===== src/rtl/alu_pkg.sv =====
// rtl/alu_pkg.sv - shared types for the ALU result receiver
package alu_pkg;

  localparam int ALU_W = 8;

  typedef struct packed {
    logic             cout;
    logic [ALU_W-1:0] z;
  } alu_res_t;

  typedef enum logic {
    IDLE,
    STALLED
  } hold_state_t;

endpackage


===== src/rtl/alu_res_fifo.sv =====
// rtl/alu_res_fifo.sv - synchronous FIFO of ALU results with count
module alu_res_fifo
  import alu_pkg::*;
#(
  parameter int DEPTH = 8,
  localparam int AW = $clog2(DEPTH)
) (
  input  logic     clk,
  input  logic     rst,
  input  logic     push,
  input  alu_res_t wr_data,
  input  logic     pop,
  output alu_res_t head,
  output logic     full,
  output logic     empty,
  output logic [AW:0] count
);

  alu_res_t        mem [DEPTH];
  logic [AW-1:0]   wr_ptr;
  logic [AW-1:0]   rd_ptr;
  logic            do_push;
  logic            do_pop;

  assign full    = (count == (AW+1)'(DEPTH));
  assign empty   = (count == '0);
  assign do_push = push & ~full;
  assign do_pop  = pop & ~empty;

  // Head reads as zero when empty so stale storage never leaks out after reset.
  assign head = empty ? '0 : mem[rd_ptr];

  // Storage array: written on accepted pushes only, no reset needed.
  always_ff @(posedge clk) begin
    if (do_push) begin
      mem[wr_ptr] <= wr_data;
    end
  end

  // Pointers wrap naturally; count tracks push/pop balance.
  always_ff @(posedge clk) begin
    if (rst) begin
      wr_ptr <= '0;
      rd_ptr <= '0;
      count  <= '0;
    end else begin
      if (do_push) begin
        wr_ptr <= wr_ptr + AW'(1);
      end
      if (do_pop) begin
        rd_ptr <= rd_ptr + AW'(1);
      end
      case ({do_push, do_pop})
        2'b10:   count <= count + (AW+1)'(1);
        2'b01:   count <= count - (AW+1)'(1);
        default: count <= count;
      endcase
    end
  end

endmodule


===== src/rtl/alu_result_rx.sv =====
// rtl/alu_result_rx.sv - ALU result receiver with backpressure, stats and hold checker
module alu_result_rx
  import alu_pkg::*;
#(
  parameter int DEPTH    = 8,
  parameter int STOP_LVL = DEPTH,
  parameter int CNT_W    = 16,
  localparam int AW = $clog2(DEPTH)
) (
  input  logic             clk,
  input  logic             rst,
  input  logic             pushout,
  input  logic             cout,
  input  logic [ALU_W-1:0] z,
  output logic             stopin,
  output logic             rd_valid,
  input  logic             rd_ready,
  output logic [ALU_W-1:0] rd_z,
  output logic             rd_cout,
  output logic [CNT_W-1:0] res_cnt,
  output logic [CNT_W-1:0] carry_cnt,
  output logic             proto_err,
  output logic [AW:0]      occupancy
);

  alu_res_t    in_res;
  alu_res_t    head;
  alu_res_t    cap;
  logic        full;
  logic        empty;
  logic        do_push;
  logic        do_pop;
  logic [AW:0] next_occ;
  hold_state_t state;
  hold_state_t state_n;
  logic        cap_ld;
  logic        err_set;

  assign in_res   = '{cout: cout, z: z};
  assign do_push  = pushout & ~stopin & ~full;
  assign do_pop   = rd_valid & rd_ready;
  assign rd_valid = ~empty;
  assign rd_z     = head.z;
  assign rd_cout  = head.cout;

  alu_res_fifo #(.DEPTH(DEPTH)) u_fifo (
    .clk     (clk),
    .rst     (rst),
    .push    (do_push),
    .wr_data (in_res),
    .pop     (do_pop),
    .head    (head),
    .full    (full),
    .empty   (empty),
    .count   (occupancy)
  );

  // Occupancy after this cycle's transfers, used to pre-load the stop register.
  always_comb begin
    next_occ = occupancy;
    case ({do_push, do_pop})
      2'b10:   next_occ = occupancy + (AW+1)'(1);
      2'b01:   next_occ = occupancy - (AW+1)'(1);
      default: next_occ = occupancy;
    endcase
  end

  // Backpressure register and result/carry statistics.
  always_ff @(posedge clk) begin
    if (rst) begin
      stopin    <= 1'b0;
      res_cnt   <= '0;
      carry_cnt <= '0;
    end else begin
      stopin <= (next_occ >= (AW+1)'(STOP_LVL));
      if (do_push) begin
        res_cnt   <= res_cnt + CNT_W'(1);
        carry_cnt <= carry_cnt + CNT_W'(cout);
      end
    end
  end

  // Hold checker state, captured stalled data and sticky error flag.
  always_ff @(posedge clk) begin
    if (rst) begin
      state     <= IDLE;
      cap       <= '0;
      proto_err <= 1'b0;
    end else begin
      state <= state_n;
      if (cap_ld) begin
        cap <= in_res;
      end
      if (err_set) begin
        proto_err <= 1'b1;
      end
    end
  end

  // Hold checker next state: data must stay put while stalled, and pushout must not drop.
  always_comb begin
    state_n = state;
    cap_ld  = 1'b0;
    err_set = 1'b0;
    case (state)
      IDLE: begin
        if (pushout && stopin) begin
          cap_ld  = 1'b1;
          state_n = STALLED;
        end
      end
      STALLED: begin
        if (!stopin) begin
          state_n = IDLE;
        end else if (!pushout) begin
          err_set = 1'b1;
          state_n = IDLE;
        end else if (in_res != cap) begin
          err_set = 1'b1;
        end
      end
      default: state_n = IDLE;
    endcase
  end

endmodule


===== config.mk =====
export PLATFORM = sky130hd
export DESIGN_NAME = alu_result_rx
export DESIGN_NICKNAME = d
export VERILOG_FILES = /design/src/rtl/alu_pkg.sv /design/src/rtl/alu_res_fifo.sv /design/src/rtl/alu_result_rx.sv
export SDC_FILE = /design/constraint.sdc
export NUM_CORES = 1
export LEC_CHECK = 0
export CAP_MARGIN = 20
export CORE_MARGIN = 4
export CORE_UTILIZATION = 33
export CTS_BUF_LIST = sky130_fd_sc_hd__clkbuf_4
export CTS_CLUSTER_SIZE = 40
export DETAILED_ROUTE_END_ITERATION = 7
export SYNTH_ARGS = -nofsm -noshare
export SYNTH_HDL_FRONTEND = slang
export SYNTH_SLANG_ARGS = --single-unit

===== constraint.sdc =====
create_clock -name clk -period 2.95 [get_ports clk]
set_clock_uncertainty 0.15 [all_clocks]
set_input_delay 0.59 -clock clk [delete_from_list [all_inputs] [get_ports clk]]
set_output_delay 0.59 -clock clk [all_outputs]
set_load 0.01 [all_outputs]

# Yosys cells after proc, flatten, opt, wreduce, memory -nomap -nowiden
# Memory sizes are Yosys's and may differ from the RTL's. A register that Yosys moved wholly into a read port is not among the register bits.
# Index checks and enable logic that the tools add are counted.
[word_totals]
reg_bits = 54
word_cells = 52
memories = 1
in_bits = 13
output_inout_bits = 48
mem_bits_rw = 72
[op_classes]
n_addsub = 6
n_bitwise = 9
n_reduce_logical = 3
magnitude_cmp = 1
eq_ne = 6
mux = 16
[mem_list]
columns = ["memory", "depth", "width", "read_ports", "rd_clocked_by_memory_dff", "wr", "line", "rtl"]
rows = [
  ["u_fifo.mem", 8, 9, 1, 1, 1, "alu_res_fifo.sv:19", "alu_res_t mem [DEPTH];"],
]
[ops]
columns = ["operator", "n"]
rows = [
  ["$add A16 B1 Y16", 1],
  ["$add A16 B1 Y16 const B", 1],
  ["$pmux W4 S2", 2],
  ["$mux W1", 10],
  ["$mux W9", 1],
  ["$ne A9 B9 Y1", 1],
  ["$add A3 B1 Y3 const B", 2],
  ["$mux W3", 2],
  ["$and A1 B1 Y1", 5],
  ["$add A4 B1 Y4 const B", 1],
  ["$eq A2 B1 Y1 const B", 2],
  ["$eq A2 B2 Y1 const B", 2],
  ["$eq A4 B4 Y1 const B", 1],
  ["$ge A4 B4 Y1 const B", 1],
  ["$logic_not A4 Y1", 1],
  ["$not A1 Y1", 4],
  ["$sub A4 B1 Y4 const B", 1],
  ["$pmux W1 S2", 1],
  ["$reduce_bool A2 Y1", 1],
  ["$logic_and A1 B1 Y1", 1],
]

# Depth between registers and ports, before layout
# Gate-level depths: netlist of the first run.
[logic_depth]
depth_word = 6
ltp_mapped = 12
ltp_nobuf = 11

# By module
# A second synthesis of the first run with hierarchy kept.
[unflattened]
hier_cells = 421
area_unflattened_um2 = 5451.5
[modules_own_cells]
columns = ["mod", "n_inst", "area_each_um2", "seq_area_each_um2", "cells_each"]
rows = [
  ["alu_res_fifo", 1, 3413.3, 2422.3, 189],
  ["alu_result_rx", 1, 2038.2, 880.8, 232],
]

# Worst setup path after synthesis of the first run
# OpenSTA, ideal clock, no wires.
[synth_path]
kind = "reg2reg"
start = "reg u_fifo.count[0]"
end = "mem u_fifo.mem[1][0] (netlist name) (enable)"
required_time_ps = 2397
arrival_ps = 2456
stages_incl_launch_ff = 8
setup_ps = 403
n_path_buf = 1
path_slack_ps = -59
synth_period_minus_slack_ps = 3009
path_cell_list = "dfxtp_1 > inv_1 > ha_1 > and3b_1 > buf_6 > nor2_1 > clkinv_1 > nor4b_1"
[synth_via]
elab_chain_len = 6
[synth_lines]
columns = ["element", "line", "rtl"]
rows = [
  ["from (decl)", "alu_res_fifo.sv:16", "output logic [AW:0] count"],
  ["from (signal assigned)", "alu_res_fifo.sv:54", "2'b10: count <= count + (AW+1)'(1);"],
  ["from (signal assigned)", "alu_res_fifo.sv:55", "2'b01: count <= count - (AW+1)'(1);"],
  ["from (signal assigned)", "alu_res_fifo.sv:56", "default: count <= count;"],
  ["$eq A4 B4 Y1 *", "alu_res_fifo.sv:25", "assign full = (count == (AW+1)'(DEPTH));"],
  ["$not A1 Y1 *", "alu_res_fifo.sv:27, alu_result_rx.sv:40", ""],
  ["$and A1 B1 Y1", "alu_result_rx.sv:40", "assign do_push = pushout & ~stopin & ~full;"],
  ["$and A1 B1 Y1 *", "alu_res_fifo.sv:27", "assign do_push = push & ~full;"],
  ["$mux W1 *", "alu_res_fifo.sv:35", "if (do_push) begin"],
  ["$mux W1 (not written as such) *", "alu_res_fifo.sv:36", "mem[wr_ptr] <= wr_data;"],
  ["to (decl)", "alu_res_fifo.sv:19", ""],
]
# Every way passes the cells marked *; elsewhere a longest branch is shown, timed or not.

==> metrics.md, run 1 <==
| Metric | Value |
|---|---|
| Area delta synth->final | 24.5% |
| Layout cell share with drive strength beyond 1 | between 10% and 20% |
| Slew margin rel. | around 70% |
| CTS tree | built |
| Avg WL per Cell | between 15 and 20 µm |
| Vias | between 3000 and 4000 |
| # port buffers | 60 |
| Multi-input logic area | 1990 µm² |
| Hold Fails Final Rpt | 0 |
| Unrepaired setup endpoints after global routing | false |
| # nets final | about 530 |
| Most used DFF post-synth | edfxtp_1 |
| Worst EP arrival | just over 2 ns |
| Top cells by area, synth | edfxtp_1 40%, dfxtp_1 21%, mux4_2 7.5% |
| WL final | between 10000 and 15000 µm |
| CTS root buffer | clkbuf_4 |
| Die W | 136 µm |
| Top post-synthesis cells by count | 72 x edfxtp_1, 57 x dfxtp_1, 48 x nor2_1 |
| Clock-pin slew on the worst setup and hold paths | around 0.11 ns |
| H-tree depth | 4 |
| Setup WS post-layout | roughly 0.15 ns |
| Flops & latches, synth | ~130 |
| Initial DRT Pass Iterations | 4 |
| Gr usage total | between 10% and 20% |
| P per Cell Area | around 660 nW/µm² |
| Placed insts | about 700 |
| Hold_buf cts | 0 |
| CTS Sinks | about 130 |
| Crit. End Element | output pin |
| Core ar. | 15900 µm² |
| Reg2reg end | u_fifo.count[3] |
| Pin count of the biggest net entering global routing | 38 |
| Hold path endpoint | u_fifo.rd_ptr[0] |
| Die Area | 18500 µm² |
| Final setup viols | 0 |
| Placement Setup Slack | just over 0.005 ns |
| Total gr overflow | 0 |
| Register area share after synthesis | between 60% and 70% |
| Reg-to-Reg Start | u_fifo.count[1] |
| Setup bufs post-CTS | 0 |
| Cell taking the most area after synthesis | edfxtp_1 |
| Routed vias/inst | roughly 4.8 |
| Clk_lat worst skew | ~0.52 ns |
| Hold path cells | 2 |
| Post-synthesis cell type count | 44 |
| # diodes | 0 |
| Initial DRC Count | around 210 |
| Die Y | around 140 µm |
| Synth Cell Area | about 5400 µm² |
| Asr flop ratio synth | 0% |
| Highest layer used for signal routing | met4 |
| Fin crit period | 2.80 ns |
| Routed Antenna Nets | 0 |
| Avg Cell Area, Syn | 12.9 µm² |
| Pleak | 2.32 nW |
| Layout fillers | between 1500 and 2000 |
| Min-delay src | rst |
| DRT met1 WL | around 5700 µm |
| FF/Latch Area | around 3300 µm² |
| FP Rows | 46 |
| Most frequent cell after synthesis | edfxtp_1 |
| Setup crit start kind | flop |
| Met2 routed WL | between 5000 and 6000 µm |
| CP Data Required Time | around 2.2 ns |
| EDFF count, synth | 72 |
| Final Util | 42.1% |
| Syn. warnings | 0 |
| Worst setup path class | flop to output pin |
| Max Cap Viol | 0 |
| CTS max path bufs | 2 |
| IO Count | between 60 and 70 |
| Layout Cells excl Fill | 737 |
| RePlAce Congestion | around 0.76 |
| Hold crit path type | input pin to flop |
| FF-to-FF setup slack | approximately 0.26 ns |
| Crit Path Max Fanout | 9 |
| Cells after Synth | 418 |
| First-pass GRT wire length | roughly 19000 µm |
| Max-slew violations | 0 |
| Final period util | 95.0% |
| Drc violations | 0 |
| Metal3 WL | between 500 and 600 µm |
| Worst hold slack | 0.315 ns |
| Synth top area share | between 40% and 50% |
| Final HPWL DP | ~7800 µm |
| Vias in the first global route | roughly 3700 |
| Max Clock Freq | approximately 0.36 GHz |
| Power, Total | between 4 and 5 mW |
| Syn_nets | 441 |
| Slew @ Worst Pin | 0.446 ns |
| Starting Density | about 34% |
| Status | complete, no violations |
| Initial antenna violation count | 0 |
| R2R depth | 10 |
| Max VDD drop | about 0.31 mV |
| TritonCTS Buffers | 17 |
==> cells in the final DEF (no fill, tap or decap), drive strengths merged, types with 4 or more instances in the layout <==
cell type      instances
clkdlybuf4s15          4
xor2                  16
nor2                  48
dfxtp                 57
a21oi                 22
mux4                  18
xnor2                 16
nand3                 14
edfxtp                72
nor4b                  4
o21ai                  9
buf                   31
nor3                   6
inv                   14
nand4                  6
clkbuf                20
or3                    9
mux2i                 19
nor3b                  4
or4                    4
clkinv                 9
nor4                   5
nand2                 24
ha                    10
clkdlybuf4s50         50
==> registers in the layout (all words and copies together), names as in the netlist, named ones only <==
register and flops:
cap 9, carry_cnt 16, proto_err 1, res_cnt 16
state 1, stopin 1, u_fifo.count 4, u_fifo.mem 72
u_fifo.rd_ptr 3, u_fifo.wr_ptr 3
==> layer usage <==
| layer | vias to the layer above | GRT usage (%) |
|---|---|---|
| met5 | - | 0 |
| met4 | 0 | 4.03 |
| met3 | 9 | 4.22 |
| met2 | 85 | 21.3 |
| met1 | 1721 | 18.9 |
| li1 | 1738 | - |
==> per-stage QoR <==
step,TNS (ns),instance area (µm²)
CTS,0,6710
finish,0,6720
floorplan,-0.542,5400
detailed placement,0,6410
global route,0,6720
global placement,0,6410
==> worst max-delay path by stage <==
stage | startpoint | to | slack [ns]
finish | flop | rd_z[1] | 0.15
global placement | pushout | u_fifo.count[3] | 0.06
CTS | flop | rd_z[5] | 0.03
detailed placement | cout | carry_cnt[15] | 0.005
global route | flop | rd_z[0] | 0.009
floorplan | u_fifo.count[0] | u_fifo.mem[3][0] | -0.04
==> final cells by class <==
cell class              count  area share [%]
flip-flops and latches    129            49.3
multi-input cells         260            29.7
repair buffers             90            12.5
well taps                 216            4.02
clock buffers              18            2.01
clock inverters            14            1.96
inverters                  10           0.559
==> repair_timing <==
item | CTS | global route
endpoints found under the setup margin | 10 | 10
gates resized for setup | 18 | 8
pin swaps | 0 | 0
gates cloned | 1 | 0
==> critical path: stages (launching register included) <==
cell and delay, ns:
dfxtp_4 0.42, buf_16 0.16, mux4_2 0.50, mux2i_1 0.14
nor2_1 0.05, dlygate4sd2_1 0.28
==> power breakdown <==
group	leakage (nW)	internal, mW	total (mW)	switching [mW]
Clock	0.150	0.441	1.13	0.684
Combinational	1.06	0.637	1.22	0.584
Sequential	1.12	2.02	2.12	0.0996
Total	2.32	3.10	4.46	1.37
==> kinds of logic after synthesis <==
| group | count (synthesis) | share of synthesized area, % |
|---|---|---|
| multiplexers | 38 | 11.3 |
| buffers and inverters | 29 | 2.34 |
| AO/OA/AOI/OAI | 40 | 4.22 |
| AND/OR/NAND/NOR | 140 | 13.4 |
| XOR/XNOR | 32 | 5.20 |
| flip-flops | 129 | 61.2 |
| adder cells (fa/ha/maj) | 10 | 2.32 |
Power figures use the tool's default switching activity.
==> run 2: changes to the inputs <==
- clock period: 2.95 -> 3.6 ns (I/O delays scaled with it)
==> metrics.md, run 2 (same netlist as run 1, synthesis figures left out) <==
| Metric | Value |
|---|---|
| Most frequent cells in the layout | 72 x edfxtp_1, 59 x clkdlybuf4s50_1, 57 x dfxtp_1 (was 72 x edfxtp_1, 55 x dfxtp_1, 50 x clkdlybuf4s50_1) |
| Fin crit period | roughly 3.3 ns |
| Final period util | between 90 and 100% |
| Final Util | 41.4% (was 42.1%) |
| Crit. End Element | output pin (unchanged) |
| Max Clock Freq | 0.300 GHz |
| FP Rows | 46 (unchanged) |
| Layout cell share with drive strength beyond 1 | 15.2% (was 18.8%) |
| Setup crit start kind | flop (unchanged) |
| Largest register FFs | 72 (unchanged) |
| Status | finished with violations (was complete, no violations) |
| CP Data Required Time | 2.73 ns (was 2.21 ns) |
| First-pass GRT wire length | 18400 µm (was 19300 µm) |
| Final HPWL DP | 7440 µm (was 7810 µm) |
| Starting Density | 33.8% (unchanged) |
| Cell Area, Placed | 6300 µm² (was 6410 µm²) |
| Unrepaired setup endpoints after global routing | false (unchanged) |
| Core ar. | 15900 µm² (unchanged) |
| Post-route cell area | 6600 µm² (was 6720 µm²) |
| Failing checks | DRC |
| Pleak | 2.21 nW (was 2.32 nW) |
| Initial DRT Pass Iterations | 7 (was 4) |
| Slew margin rel. | 55.3% (was 70.0%) |
| H-tree depth | 4 (unchanged) |
| R2R depth | 9 (was 10) |
| Max-slew violations | 0 (unchanged) |
| Max VDD drop | 0.241 mV (was 0.313 mV) |
| Final setup viols | 0 (unchanged) |
| CTS tree | built (unchanged) |
| Reg-to-Reg Start | u_fifo.count[0] (was u_fifo.count[1]) |
| WL final | 11300 µm (was 11800 µm) |
| P per Cell Area | 552 nW/µm² (was 665 nW/µm²) |
| Hold path cells | 2 (unchanged) |
| Top Registers | u_fifo.mem: 72 flops, carry_cnt: 16 flops, res_cnt: 16 flops (unchanged) |
| Max Cap Viol | 0 (unchanged) |
| Vias in the first global route | 3524 (was 3653) |
| Initial antenna violation count | 0 (unchanged) |
| Min-delay src | u_fifo.rd_ptr[1] (was rst) |
| Worst EP arrival | 2.47 ns (was 2.06 ns) |
| # diodes | 0 (unchanged) |
| Total gr overflow | 0 (unchanged) |
| TritonCTS Buffers | 17 (unchanged) |
| CTS max path bufs | 2 (unchanged) |
| Die Area | 18500 µm² (unchanged) |
| Pin count of the biggest net entering global routing | 31 (was 38) |
| Slew @ Worst Pin | 0.670 ns (was 0.446 ns) |
| Initial DRC Count | 189 (was 214) |
| Worst hold slack | 0.332 ns (was 0.315 ns) |
| Area delta synth->final | 22.3% (was 24.5%) |
| # nets final | 518 (was 531) |
| Crit Path Max Fanout | 18 (was 9) |
| CTS root buffer | clkbuf_4 (unchanged) |
| # port buffers | 60 (unchanged) |
| Die W | 136 µm (unchanged) |
| IO Count | 61 (unchanged) |
| CTS Sinks | 129 (unchanged) |
| FF-to-FF setup slack | 0.74 ns (was 0.26 ns) |
| Clk_lat worst skew | 0.51 ns (was 0.52 ns) |
| Hold Fails Final Rpt | 0 (unchanged) |
| Avg WL per Cell | 15.6 µm (was 16.0 µm) |
| Die Y | 136 µm (unchanged) |
| Reg2reg end | u_fifo.count[2] (was u_fifo.count[3]) |
| Hold crit path type | flop to flop (was input pin to flop) |
| Drc violations | 2 (was 0) |
| Clock-pin slew on the worst setup and hold paths | 0.11 ns (about the same) |
| Vias | 3510 (was 3553) |
| Setup bufs post-CTS | 0 (unchanged) |
| Most common cell after layout, fill and taps aside | edfxtp_1 (unchanged) |
| Setup TNS | 0 ns (unchanged) |
| Routed Antenna Nets | 0 (unchanged) |
| RePlAce Congestion | 0.783 (was 0.764) |
| Gr usage total | 12.9% (was 13.8%) |
| Routed vias/inst | 4.85 (was 4.82) |
| Largest reg by FF count | u_fifo.mem (unchanged) |
| Worst setup path class | flop to output pin (unchanged) |
==> run 2: cell count changes in the layout (fill, tap and decap cells not counted), moves of 3 or more <==
cell | before | now
buf_4 | 28 | 17
clkdlybuf4s50_1 | 50 | 59
clkinvlp_4 | 0 | 5
clkdlybuf4s15_1 | 4 | 0
inv_6 | 5 | 1
dlygate4sd2_1 | 3 | 0
==> run 2: power breakdown <==
| part | internal, mW | total (mW) | leakage (nW) | switching (mW) |
|---|---|---|---|---|
| clock | 0.437 | 0.976 | 0.139 | 0.539 |
| combinational | 0.486 | 0.937 | 0.960 | 0.451 |
| sequential | 1.65 | 1.73 | 1.11 | 0.0777 |
==> run 2: cell type report <==
cell class,count,area (µm²)
fill,1548,9350
sequential,129,3300
multi-input combinational,260,1980
timing repair buffer,77,723
tap,216,270
clock buffer,20,150
clock inverter,12,136
inverter,10,37.5
==> run 2: how the worst max path moves through the flow <==
stage,slack [ns],to,from,cells past startpoint
after CTS,0.17,rd_valid,u_fifo.count[0],5
after detailed placement,0.19,carry_cnt[15],cout,6
after floorplan,0.59,u_fifo.mem[1][0],u_fifo.count[0],7
final,0.26,rd_cout,flop,5
after global routing,0.01,rd_valid,u_fifo.count[0],5
after global placement,0.25,carry_cnt[15],cout,6
==> run 2: timing repair <==
item / CTS / global route
hold buffers: 0 / 0
endpoints found under the setup margin: 3 / 0
resized for setup: 1 / 0
==> run 2: through the flow <==
| stage | power, mW | setup slack (ns) | std cells |
|---|---|---|---|
| global placement | 2.68 | 0.249 | 692 |
| floorplan | 2.33 | 0.591 | 418 |
| finish | 3.64 | 0.263 | 724 |
| CTS | 3.69 | 0.169 | 724 |
| detailed placement | 2.71 | 0.192 | 692 |
| global route | 3.85 | 0.0146 | 724 |
==> run 2: worst max-delay path, cell delays in order (launching register included) <==
cell             delay (ns)
dfxtp_1                0.33
buf_4                  0.34
mux4_2                 0.56
mux2i_1                0.18
nor2_1                 0.05
clkdlybuf4s50_1        0.50
==> run 2: layer usage <==
layer,up-vias,wire length (µm),global-route usage (%)
li1,1703,-,-
met1,1714,5520,18.1
met2,82,5050,19.5
met3,11,567,3.92
met4,0,127,3.86
met5,-,0,0
